$ cat src/rtl/arc_ctrl_pkg.sv
// Shared control types for the arcade halt/pause logic.
package arc_ctrl_pkg;

  typedef enum logic [1:0] {
    RUN,
    WAIT_VBL,
    SETTLE,
    HALTED
  } halt_state_t;

  localparam int unsigned DIM_10S_48M = 480000000;

  function automatic logic is_pause_state(input halt_state_t s);
    return (s == SETTLE) || (s == HALTED);
  endfunction

endpackage

$ cat src/rtl/pause_hs_arbiter_if.sv
// Halt-source inputs and pause/grant/dim outputs of the central halt controller.
interface pause_hs_arbiter_if;

  logic btn_pause;
  logic osd_status;
  logic osd_pause_en;
  logic hs_req;
  logic vblank;
  logic pause;
  logic hs_grant;
  logic dim_video;
  logic user_paused;

  modport master (
    output btn_pause,
    output osd_status,
    output osd_pause_en,
    output hs_req,
    output vblank,
    input  pause,
    input  hs_grant,
    input  dim_video,
    input  user_paused
  );

  modport slave (
    input  btn_pause,
    input  osd_status,
    input  osd_pause_en,
    input  hs_req,
    input  vblank,
    output pause,
    output hs_grant,
    output dim_video,
    output user_paused
  );

endinterface

$ cat src/rtl/rise_detect.sv
// Single-bit rising-edge detector; history register loads LOAD on reset so a
// level already high through reset is not reported as an edge.
module rise_detect #(
  parameter logic LOAD = 1'b0
) (
  input  logic clk,
  input  logic reset,
  input  logic d,
  output logic rise
);

  logic d_q;

  always_ff @(posedge clk) begin
    if (reset) begin
      d_q <= LOAD;
    end else begin
      d_q <= d;
    end
  end

  assign rise = d & ~d_q;

endmodule

$ cat src/rtl/pause_hs_arbiter.sv
// Central halt controller: merges user/OSD/hiscore halt sources, halts the core
// on a frame boundary, grants the work-RAM port once settled, and dims video.
module pause_hs_arbiter
  import arc_ctrl_pkg::*;
#(
  parameter int unsigned DIM_CYCLES    = DIM_10S_48M,
  parameter int unsigned SETTLE_CYCLES = 16,
  parameter bit          SYNC_TO_VBL   = 1'b1
) (
  input logic               clk_sys,
  input logic               reset,
  pause_hs_arbiter_if.slave bus
);

  localparam int TW  = $clog2(DIM_CYCLES + 1);
  localparam int SCW = (SETTLE_CYCLES > 1) ? $clog2(SETTLE_CYCLES) : 1;
  localparam logic [TW-1:0]  DIM_MAX     = TW'(DIM_CYCLES);
  localparam logic [SCW-1:0] SETTLE_LOAD = SCW'(SETTLE_CYCLES - 1);

  halt_state_t    state;
  logic [SCW-1:0] settle_cnt;
  logic [TW-1:0]  dim_cnt;
  logic           btn_rise;
  logic           vbl_rise;
  logic           user_q;
  logic           halt_req;
  logic           quiet;
  logic           pause_q;
  logic           grant_q;
  logic           dim_q;

  rise_detect #(.LOAD(1'b1)) u_btn_rise (
    .clk   (clk_sys),
    .reset (reset),
    .d     (bus.btn_pause),
    .rise  (btn_rise)
  );

  rise_detect #(.LOAD(1'b0)) u_vbl_rise (
    .clk   (clk_sys),
    .reset (reset),
    .d     (bus.vblank),
    .rise  (vbl_rise)
  );

  always_ff @(posedge clk_sys) begin
    if (reset) begin
      user_q <= 1'b0;
    end else if (btn_rise) begin
      user_q <= ~user_q;
    end
  end

  assign halt_req = user_q | (bus.osd_status & bus.osd_pause_en) | bus.hs_req;

  // SETTLE ignores halt_req so the core always sees a full settle window.
  always_ff @(posedge clk_sys) begin
    if (reset) begin
      state      <= RUN;
      settle_cnt <= '0;
      pause_q    <= 1'b0;
      grant_q    <= 1'b0;
    end else begin
      grant_q <= 1'b0;
      case (state)
        RUN: begin
          if (halt_req) begin
            if (SYNC_TO_VBL) begin
              state <= WAIT_VBL;
            end else begin
              state      <= SETTLE;
              settle_cnt <= SETTLE_LOAD;
              pause_q    <= 1'b1;
            end
          end
        end
        WAIT_VBL: begin
          if (!halt_req) begin
            state <= RUN;
          end else if (vbl_rise) begin
            state      <= SETTLE;
            settle_cnt <= SETTLE_LOAD;
            pause_q    <= 1'b1;
          end
        end
        SETTLE: begin
          if (settle_cnt == '0) begin
            state <= HALTED;
          end else begin
            settle_cnt <= settle_cnt - 1'b1;
          end
        end
        HALTED: begin
          if (!halt_req) begin
            state   <= RUN;
            pause_q <= 1'b0;
          end else begin
            grant_q <= bus.hs_req;
          end
        end
        default: begin
          state   <= RUN;
          pause_q <= 1'b0;
        end
      endcase
    end
  end

  assign quiet = (state == HALTED) && !bus.hs_req;

  // dim_video is gated by quiet so it drops the cycle after HALTED is left
  // or the hiscore engine takes the port.
  always_ff @(posedge clk_sys) begin
    if (reset) begin
      dim_cnt <= '0;
      dim_q   <= 1'b0;
    end else if (quiet) begin
      dim_q <= (dim_cnt == DIM_MAX);
      if (dim_cnt != DIM_MAX) begin
        dim_cnt <= dim_cnt + 1'b1;
      end
    end else begin
      dim_cnt <= '0;
      dim_q   <= 1'b0;
    end
  end

  assign bus.pause       = pause_q;
  assign bus.hs_grant    = grant_q;
  assign bus.dim_video   = dim_q;
  assign bus.user_paused = user_q;

endmodule

$ cat src/flat_wrapper.sv
// flat-port wrapper written by rule: the top's interface ports become plain ports
module pause_hs_arbiter_flat import arc_ctrl_pkg::*;
#(
  parameter int unsigned DIM_CYCLES    = DIM_10S_48M,
  parameter int unsigned SETTLE_CYCLES = 16,
  parameter bit          SYNC_TO_VBL   = 1'b1
)
  (clk_sys, reset, bus_btn_pause, bus_osd_status, bus_osd_pause_en, bus_hs_req, bus_vblank, bus_pause, bus_hs_grant, bus_dim_video, bus_user_paused);
  pause_hs_arbiter_if bus_i ();
  input logic clk_sys;
  input logic reset;
  input wire logic [$bits(bus_i.btn_pause)-1:0] bus_btn_pause;
  input wire logic [$bits(bus_i.osd_status)-1:0] bus_osd_status;
  input wire logic [$bits(bus_i.osd_pause_en)-1:0] bus_osd_pause_en;
  input wire logic [$bits(bus_i.hs_req)-1:0] bus_hs_req;
  input wire logic [$bits(bus_i.vblank)-1:0] bus_vblank;
  output wire logic [$bits(bus_i.pause)-1:0] bus_pause;
  output wire logic [$bits(bus_i.hs_grant)-1:0] bus_hs_grant;
  output wire logic [$bits(bus_i.dim_video)-1:0] bus_dim_video;
  output wire logic [$bits(bus_i.user_paused)-1:0] bus_user_paused;
  assign bus_i.btn_pause = bus_btn_pause;
  assign bus_i.osd_status = bus_osd_status;
  assign bus_i.osd_pause_en = bus_osd_pause_en;
  assign bus_i.hs_req = bus_hs_req;
  assign bus_i.vblank = bus_vblank;
  assign bus_pause = bus_i.pause;
  assign bus_hs_grant = bus_i.hs_grant;
  assign bus_dim_video = bus_i.dim_video;
  assign bus_user_paused = bus_i.user_paused;
  pause_hs_arbiter #(.DIM_CYCLES(DIM_CYCLES), .SETTLE_CYCLES(SETTLE_CYCLES), .SYNC_TO_VBL(SYNC_TO_VBL)) u_core (.clk_sys(clk_sys), .reset(reset), .bus(bus_i));
endmodule
$ cat config.mk
export PLATFORM = sky130hd
export DESIGN_NAME = pause_hs_arbiter_flat
export DESIGN_NICKNAME = d
export VERILOG_FILES = /design/src/rtl/arc_ctrl_pkg.sv /design/src/rtl/pause_hs_arbiter_if.sv /design/src/rtl/rise_detect.sv /design/src/rtl/pause_hs_arbiter.sv /design/src/flat_wrapper.sv
export SDC_FILE = /design/constraint.sdc
export NUM_CORES = 1
export LEC_CHECK = 0
export BUFFER_PORTS_ARGS = -buffer_cell sky130_fd_sc_hd__buf_2
export CORE_MARGIN = 2
export CORE_UTILIZATION = 59
export DETAILED_ROUTE_END_ITERATION = 6
export PLACE_DENSITY_LB_ADDON = 0.25
export SLEW_MARGIN = 40
export SYNTH_ARGS = -nofsm -noshare
export SYNTH_HDL_FRONTEND = slang
export SYNTH_SLANG_ARGS = --single-unit
export TNS_END_PERCENT = 10
$ cat constraint.sdc
create_clock -name clk_sys -period 2.5 [get_ports clk_sys]
set_input_delay 0 -clock clk_sys [delete_from_list [all_inputs] [get_ports clk_sys]]
set_output_delay 0 -clock clk_sys [all_outputs]
set_load 0.02 [all_outputs]
# Word-level counts from Yosys, hierarchy flattened
# Cells that the tools add are included.
classes:
  n_addsub: 2
  n_eq_ne: 12
  muxes: 14
  bitwise_logic: 11
  reduce_logical: 11
op_table:
  columns: ["cell", "count"]
  rows:
  - ["adder 29 x 1 -> 29 bit, second input constant", 1]
  - ["equality test 29 bit, second input constant", 1]
  - ["!= test 29 bit, second input constant", 1]
  - ["2-to-1 mux 4 bit", 3]
  - ["AND reduction 4 bit", 3]
  - ["2-to-1 mux 2 bit", 5]
  - ["case mux 2 bit (4 select lines)", 1]
  - ["case mux 4 bit (2 select lines)", 1]
  - ["!= test 2 x 1 -> 1 bit, second input constant", 3]
  - ["!= test 2 bit, second input constant", 3]
  - ["NOT 1 bit", 6]
  - ["equality test 2 bit, second input constant", 2]
  - ["logical NOT 4 bit", 1]
  - ["nonzero test 2 bit", 2]
  - ["subtractor 4 x 1 -> 4 bit, second input constant", 1]
  - ["bitwise AND 1 bit", 3]
  - ["2-to-1 mux 1 bit", 3]
  - ["!= test 3 bit, second input constant", 1]
  - ["OR reduction 3 bit", 1]
  - ["equality test 2 x 1 -> 1 bit, second input constant", 1]
  - ["logical NOT 2 bit", 1]
  - ["bitwise OR 1 bit", 2]
  - ["case mux 1 bit (2 select lines)", 1]
  - ["OR reduction 2 bit", 1]
  - ["2 further kinds", 2]
totals:
  ff_bits: 41
  elab_cells: 59

# Longest topological paths before layout
# Gate-level depths: netlist (run 1).
depth:
  word_depth: 5
  depth_mapped: 6

# Cells and area by module
# Synthesis (run 1) repeated with hierarchy kept, for this count alone.
unflattened:
  hier_cells: 225
  area_unflattened_um2: 1969.4
by_module_without_submodules:
  columns: ["module", "instances", "cells_per_inst", "area_each_um2", "seq_area_each_um2"]
  rows:
  - ["pause_hs_arbiter", 1, 219, 1889.3, 780.7]
  - ["rise_detect at u_core.u_vbl_rise", 1, 3, 47.5, 20.0]
  - ["rise_detect at u_core.u_btn_rise", 1, 3, 32.5, 20.0]

# Worst setup path before layout (run 1)
# Ideal clock, no wire load.
synth_timing:
  kind: "reg-to-reg"
  start: "register u_core.dim_cnt[24]"
  end: "register u_core.dim_cnt[1]"
  arrival_time_ns: 1.651
  slack_ns: 0.716
  path_stages_with_launch: 5
  path_buffers: 0
  period_less_slack_ns: 1.784
  cell_sequence: "dfxtp_1 -> or4b_2 -> or4_1 -> o21ai_0 -> a21oi_1"
synth_between:
  elab_chain_cells: 1
synth_lines:
  columns: ["item", "line_no", "rtl"]
  rows:
  - ["from (decl)", "pause_hs_arbiter.sv:22", "logic [TW-1:0] dim_cnt;"]
  - ["from (signal assigned)", "pause_hs_arbiter.sv:120", "dim_cnt <= dim_cnt + 1'b1;"]
  - ["!= test 29 bit", "pause_hs_arbiter.sv:119", "if (dim_cnt != DIM_MAX) begin"]
# Every way passes these cells.
# A chain may end at the register's enable or synchronous reset.

# Worst setup path in the final report (run 1)
layout_timing:
  start: "register u_core.dim_cnt[18]"
  end: "register u_core.dim_cnt[28]"
layout_between:
  elab_chain_cells: 1
layout_lines:
  columns: ["item", "line_no"]
  rows:
  - ["adder 29 x 1 -> 29 bit / != test 29 bit (equally long branches)", "pause_hs_arbiter.sv:120, pause_hs_arbiter.sv:119"]
# Parallel ways exist; a longest one is shown, timed or not.

==> results_dict.tcl, run 1 <==
set metrics [dict create \
    cts_tree "yes" \
    ir_drop_v 0.000370 \
    ys_warn_count 0 \
    synth-simple-area-share_pct 29.6 \
    synth_cell_types 34 \
    ys_seq_elements 41 \
    nets 249 \
    reg2regPathDepth 4 \
    hold_class "in2reg" \
    rsz0062_at_grt "no" \
    num_vias 1718 \
    synth_top_family_by_area "simple AND/OR/NAND/NOR gates" \
    area_delta_synth_final_pct 10.9 \
    die_area_mm2 0.00369 \
    seq_area_um2 821 \
    dp_slack_ps 581 \
    required_ps 2790 \
    synth.avg_cell_area_um2 8.48 \
    synth-xor-area-share_pct 5.07 \
    numCtsBuffers 5 \
    fp.dieW_um 60.8 \
    r2r_slack_ps 550 \
    path_cells "nand3_1 -> or4_4 -> or4_1 -> a21oi_1" \
    hold_viol 0 \
    grt_antenna_before_repair 0 \
    place_congestion 0.816 \
    syn_area_mm2 0.00190 \
    synth_nets 234 \
    hpwl_um 2780 \
    row_count 20 \
    finalMaxSlewViolations 0 \
    synth_fa_ha_area_share_pct 1.97 \
    rr_startpoint "u_core.dim_cnt[18]$_SDFFE_PP0P_" \
    root_buffer "clkbuf_4" \
    worst_slack_ps 552 \
    drc 0 \
    core_region_area_mm2 0.00305 \
    fp.dieH_um 60.8 \
    io_buffers 10 \
    start_util_pct 62.3 \
    finalWorstPathRequiredPeriod_ps 1950 \
    r2r-end "u_core.dim_cnt[28]$_SDFFE_PP0P_" \
    startpoint_type "register" \
    ios 11 \
    period_share_pct 77.9 \
    synth-seq-area-share_pct 43.2 \
    hold_depth 5 \
    post_cts_resized 0 \
    grt_pass1_wl_um 7340 \
    wl_per_cell_um 14.8 \
    leakagePower_uw 0.000627 \
    critPathCaptureType "register" \
    fin_tns_setup_ps 0 \
    antenna_cells 0 \
    multi_input_area_um2 990 \
    relSlewSlack_pct 58.6 \
    clkTransAtPathRegs_ps 120 \
    htree_levels 2 \
    final_core_util_pct 69.1 \
    maxCapViolations 0 \
    finalSetupViolations 0 \
    grt_max_degree 31 \
    arrival_ps 2240 \
    first_iter_violations 118 \
    power_density_mw_per_mm2 555 \
    cts.path.max_buffers 2 \
    grt_pass1_vias 1721 \
    clk-insertion-delay-late_ps 360 \
    whs_endpoint "u_core.bus.pause$_SDFFE_PP0P_" \
    cp_slowest_stage_delay_ps 640 \
    critPathKind "reg2reg" \
    cts_sinks 41 \
    synth_compound_area_share_pct 15.4 \
    avgViaCountPerCell 6.07 \
    syn-instance-count 224 \
    worst_pin_slew_ps 618 \
    synthMuxAreaShare_pct 0 \
    grt_usage_pct 26.8 \
    wl_um 4180 \
    ant_nets 0 \
    overflow 0 \
    min_from "bus_osd_status" \
    skew_ps 12.7 \
    status "complete, no violations" \
    drive_above_1_share_pct 10.5 \
    crit_slowest_cell "or4_4" \
    max_freq_mhz 513 \
    cp_max_fo 14 \
    firstDrtPassIters 4 \
    num-fill-cells 265 \
]
[Yosys cell counts]
| library cell | instances | area share [%] |
|---|---|---|
| a211oi_1 | 4 | 1.6 |
| a21oi_1 | 23 | 6.1 |
| a221oi_1 | 1 | 0.46 |
| and2_1 | 1 | 0.33 |
| and3_1 | 1 | 0.33 |
| and4_1 | 3 | 1.4 |
| buf_2 | 1 | 0.26 |
| buf_6 | 1 | 0.59 |
| clkbuf_1 | 8 | 1.6 |
| dfxtp_1 | 41 | 43 |
| ha_1 | 3 | 2.0 |
| inv_1 | 12 | 2.4 |
| nand2_1 | 13 | 2.6 |
| nand2b_1 | 2 | 0.66 |
| nand3_1 | 10 | 2.6 |
| nand3_2 | 1 | 0.53 |
| nand3b_1 | 1 | 0.40 |
| nand4_1 | 8 | 2.6 |
| nor2_1 | 15 | 3.0 |
| nor2b_1 | 4 | 1.3 |
| nor3_1 | 5 | 1.3 |
| nor3b_1 | 2 | 0.79 |
| nor4_1 | 3 | 0.99 |
| nor4b_1 | 2 | 0.92 |
| o21ai_0 | 11 | 2.9 |
| o31ai_1 | 10 | 3.9 |
| o32ai_1 | 1 | 0.46 |
| or2_2 | 2 | 0.66 |
| or3_1 | 10 | 3.3 |
| or4_1 | 12 | 4.7 |
| or4_4 | 1 | 0.59 |
| or4b_2 | 1 | 0.53 |
| xnor2_1 | 5 | 2.3 |
| xor2_1 | 6 | 2.8 |
[final cells by class]
cell class                 instances  area share [%]
multi-input combinational        161            46.9
sequential                        41            38.9
timing repair buffer              18            5.93
tap                               44            2.61
inverter                          12            2.14
clock buffer                       5            1.78
clock inverter                     2            1.66
[through the flow]
step / hold WS [ps] / instance area, um^2 / std cells / total power (uW)
after floorplan: 71.6 / 1900 / 224 / 736
after global placement: 195 / 1970 / 270 / 752
after detailed placement: 200 / 1980 / 270 / 756
after CTS: 145 / 2110 / 283 / 1170
after global routing: 209 / 2110 / 283 / 1210
final: 168 / 2110 / 283 / 1170
[routing by layer]
metal,wire (um),vias to the layer above,track usage [%]
li1,-,853,-
met4,50,0,10.6
met2,2100,39,44.7
met5,0,-,0
met1,1830,820,32.2
met3,199,6,8.53
[critical path, delay by kind of cell (launching register included)]
| kind | cells | cell delay [ps] |
|---|---|---|
| flops | 1 | 420 |
| compound gates | 1 | 150 |
| simple gates | 3 | 1320 |
[worst max path at each step]
stage	slack, ps	end	cells after the start	start
after floorplan	720	u_core.dim_cnt[1]$_SDFFE_PP0P_	4	u_core.dim_cnt[24]$_SDFFE_PP0P_
after global placement	610	u_core.dim_cnt[2]$_SDFFE_PP0P_	4	u_core.dim_cnt[24]$_SDFFE_PP0P_
after detailed placement	580	u_core.dim_cnt[25]$_SDFFE_PP0P_	5	u_core.dim_cnt[2]$_SDFFE_PP0P_
after CTS	560	u_core.dim_cnt[28]$_SDFFE_PP0P_	4	u_core.dim_cnt[18]$_SDFFE_PP0P_
after global routing	400	u_core.dim_cnt[26]$_SDFFE_PP0P_	5	u_core.dim_cnt[2]$_SDFFE_PP0P_
final	550	u_core.dim_cnt[28]$_SDFFE_PP0P_	4	u_core.dim_cnt[18]$_SDFFE_PP0P_
[placed cells by master (no fill, tap or decap), drive strengths merged, types with 3 or more instances in the layout]
| cell | instances |
|---|---|
| a211oi | 4 |
| nor2 | 15 |
| dfxtp | 41 |
| nor4 | 3 |
| nand2 | 13 |
| xnor2 | 5 |
| a21oi | 23 |
| o21ai | 11 |
| xor2 | 6 |
| dlygate4sd3 | 6 |
| nor3 | 5 |
| or3 | 10 |
| clkbuf | 5 |
| nor2b | 4 |
| and4 | 3 |
| inv | 12 |
| o31ai | 10 |
| buf | 12 |
| nand4 | 8 |
| or4 | 13 |
| nand3 | 11 |
| ha | 3 |
[power breakdown]
part	switching, uW	total (uW)	internal (uW)
sequential	12.4	680	667
combinational	38.3	71.3	32.9
clock	216	420	204
[timing repair]
| item | in CTS | in global routing |
|---|---|---|
| hold endpoints to repair | 11 | 0 |
| setup buffers | 0 | 0 |
| hold buffers | 6 | 0 |
[flip-flops by register name, summed over array words and instances, names as in the netlist, named ones only]
register and flops:
u_core.bus.hs_grant 1, u_core.bus.pause 1, u_core.bus.dim_video 1, u_core.state 1
u_core.u_vbl_rise.d_q 1, u_core.bus.user_paused 1, u_core.dim_cnt 29, u_core.u_btn_rise.d_q 1
u_core.settle_cnt 4
[cells by family after synthesis]
logic type | count (synthesis)
adder cells (fa/ha/maj) | 3
AO/OA/AOI/OAI | 50
buffers and inverters | 22
XOR/XNOR | 11
flip-flops | 41
AND/OR/NAND/NOR | 97
Power figures use the tool's default switching activity.
==> run 2, diff against run 1 <==
--- a/config.mk
+++ b/config.mk
@@ -7,7 +7,7 @@
 export LEC_CHECK = 0
 export BUFFER_PORTS_ARGS = -buffer_cell sky130_fd_sc_hd__buf_2
 export CORE_MARGIN = 2
-export CORE_UTILIZATION = 59
+export CORE_UTILIZATION = 53
 export DETAILED_ROUTE_END_ITERATION = 6
 export PLACE_DENSITY_LB_ADDON = 0.25
 export SLEW_MARGIN = 40
==> constraint.sdc (replaced) <==
create_clock -name clk_sys -period 1.65 [get_ports clk_sys]
set_input_delay 0 -clock clk_sys [delete_from_list [all_inputs] [get_ports clk_sys]]
set_output_delay 0 -clock clk_sys [all_outputs]
set_load 0.02 [all_outputs]
==> run 2 against run 1 <==
Against the previous run:
- largest power group unchanged
- clock skew about the same
- fmax rose by 9.0%
- hold slack improved by 9.3 ps
- global-route usage is 2.7 points lower
- cell area grew 16%
- the flow now finishes with violations (setup timing)
- clock power up 21%
- critical endpoint is now u_core.dim_cnt[1]$_SDFFE_PP0P_
- die area is 11% higher
- register-to-register slack got worse by 690 ps
- first-iteration DRC count fell by 30%
- clock-buffer cell count up 2
==> results_dict.tcl, run 2 (synthesis results as in run 1) <==
set metrics [dict create \
    leakagePower_uw 0.000827 \
    hpwl_um 3020 \
    grt_pass1_vias 1798 \
    grt_usage_pct 24.1 \
    worst_pin_slew_ps 647 \
    post-place-cells 308 \
    grt_max_degree 31 \
    fp.dieW_um 63.9 \
    critPathCaptureType "register" \
    critPathKind "reg2reg" \
    rsz0062_at_grt "yes" \
    worst_slack_ps -138 \
    cp_max_fo 4 \
    wl_um 4540 \
    finalSetupViolations 10 \
    firstDrtPassIters 4 \
    io_buffers 10 \
    skew_ps 12.4 \
    num-fill-cells 273 \
    grt_util_met2_pct 39.3 \
    grt_antenna_before_repair 0 \
    place_congestion 0.794 \
    power.total_uw 1640 \
    reg2regPathDepth 4 \
    antenna_cells 0 \
    die_area_mm2 0.00408 \
    ir_drop_v 0.000509 \
    ios 11 \
    r2r-end "u_core.dim_cnt[1]$_SDFFE_PP0P_" \
    required_ps 1900 \
    grt_use_met1_pct 30.2 \
    max_freq_mhz 559 \
    overflow 0 \
    dpl_cell_area_mm2 0.00227 \
    arrival_ps 2040 \
    layout.cells.non_filler 322 \
    grt_pass1_wl_um 7820 \
    htree_levels 2 \
    num_vias 1879 \
    grt_use_met3_pct 5.46 \
    design_area_mm2 0.00245 \
    final_common_cell "buf_4" \
    min_from "bus_osd_pause_en" \
    cp_slowest_stage_delay_ps 580 \
    largest-register "u_core.dim_cnt" \
    path_cells "or4b_4 -> or4_4 -> o21ai_2 -> a21oi_2" \
    start_util_pct 56.1 \
    grt_most_used_layer "met2" \
    ant_nets 0 \
    hold_depth 5 \
    rr_startpoint "u_core.dim_cnt[25]$_SDFFE_PP0P_" \
    relSlewSlack_pct 56.6 \
    whs_endpoint "u_core.bus.pause$_SDFFE_PP0P_" \
    hold_viol 0 \
    finalWorstPathRequiredPeriod_ps 1790 \
    fin_tns_setup_ps -672 \
    crit_slowest_cell "or4_4" \
    layout_common_cells "buf_4 (38), dfxtp_1 (23), a21oi_1 (22)" \
    area_delta_synth_final_pct 29.1 \
    violations "setup timing" \
    period_share_pct 108 \
    root_buffer "clkbuf_4" \
    status "complete, but fails checks" \
    core_region_area_mm2 0.00339 \
    drc 0 \
    numCtsBuffers 5 \
    largest_register_ffs 29 \
    first_iter_violations 83 \
    reg_top3 "u_core.dim_cnt (29), u_core.settle_cnt (4)" \
    r2r_slack_ps -140 \
    row_count 21 \
    clk-insertion-delay-late_ps 360 \
    maxCapViolations 0 \
    drive_above_1_share_pct 32.2 \
    path_buf_inv 0 \
    wl_per_cell_um 14.1 \
    cts.path.max_buffers 2 \
    avgViaCountPerCell 5.84 \
    finalMaxSlewViolations 0 \
    power_density_mw_per_mm2 668 \
    clkTransAtPathRegs_ps 120 \
    cts_tree "yes" \
    nets 286 \
    cts_sinks 41 \
    hold_class "in2reg" \
    critical-path-top-delay-family "simple AND/OR/NAND/NOR gates" \
    fp.dieH_um 63.9 \
    timing.hold.ws_ps 178 \
    startpoint_type "register" \
]
==> run 2: cell count changes in the layout (fill, tap and decap cells not counted), sizes merged <==
cell | before | now
clkinv | 1 | 0
buf | 12 | 49
bufinv | 1 | 0
clkbuf | 5 | 7
==> run 2: worst register-to-register path, cell delays in order (launching register included) <==
cell	delay, ps
dfxtp_2	350
or4b_4	540
or4_4	580
o21ai_2	160
a21oi_2	60
==> run 2: report_power, final <==
part	internal, uW	total [uW]	leakage, uW	switching (uW)
registers	1010	1020	0.000341	16.3
logic	50.0	104	0.000454	54.3
clock network	201	509	0.0000314	308
==> run 2: layout make-up <==
cell class	instances	area, um^2	area share, %
multi-input cells	161	1040	42.5
flip-flops and latches	41	846	34.5
repair buffers	55	407	16.6
well taps	46	57.6	2.35
clock buffers	7	55.1	2.24
inverters	12	45.0	1.84
==> run 2: worst max-delay path by stage <==
stage | startpoint | end | slack [ps] | cells after the start
floorplan | u_core.dim_cnt[18]$_SDFFE_PP0P_ | u_core.dim_cnt[26]$_SDFFE_PP0P_ | -30 | 5
global placement | u_core.dim_cnt[24]$_SDFFE_PP0P_ | u_core.dim_cnt[1]$_SDFFE_PP0P_ | -80 | 4
detailed placement | u_core.dim_cnt[24]$_SDFFE_PP0P_ | u_core.dim_cnt[2]$_SDFFE_PP0P_ | -120 | 4
CTS | u_core.dim_cnt[24]$_SDFFE_PP0P_ | u_core.dim_cnt[1]$_SDFFE_PP0P_ | -90 | 4
global route | u_core.dim_cnt[24]$_SDFFE_PP0P_ | u_core.dim_cnt[1]$_SDFFE_PP0P_ | -210 | 4
finish | u_core.dim_cnt[25]$_SDFFE_PP0P_ | u_core.dim_cnt[1]$_SDFFE_PP0P_ | -140 | 4
==> run 2: timing repair <==
action / 4_1_cts / 5_1_grt
buffers inserted: 0 / 1
pin swaps: 0 / 7
hold endpoints to repair: 11 / 0
hold buffers: 6 / 0
resized for setup: 8 / 14
endpoints found under the setup margin: 14 / 16
==> run 2: stage by stage <==
step / util [%] / setup WS, ps
finish: 72.4 / -138
global route: 72.4 / -206
CTS: 71.0 / -93.8
detailed placement: 67.1 / -117
global placement: 67.1 / -75.1
floorplan: - / -32.0
==> run 2: routing by layer <==
metal  part of all wire (%)  wire length, um
met4                    2.3              106
met2                     49             2230
met1                     44             2000
met5                      0                0
met3                    4.4              201
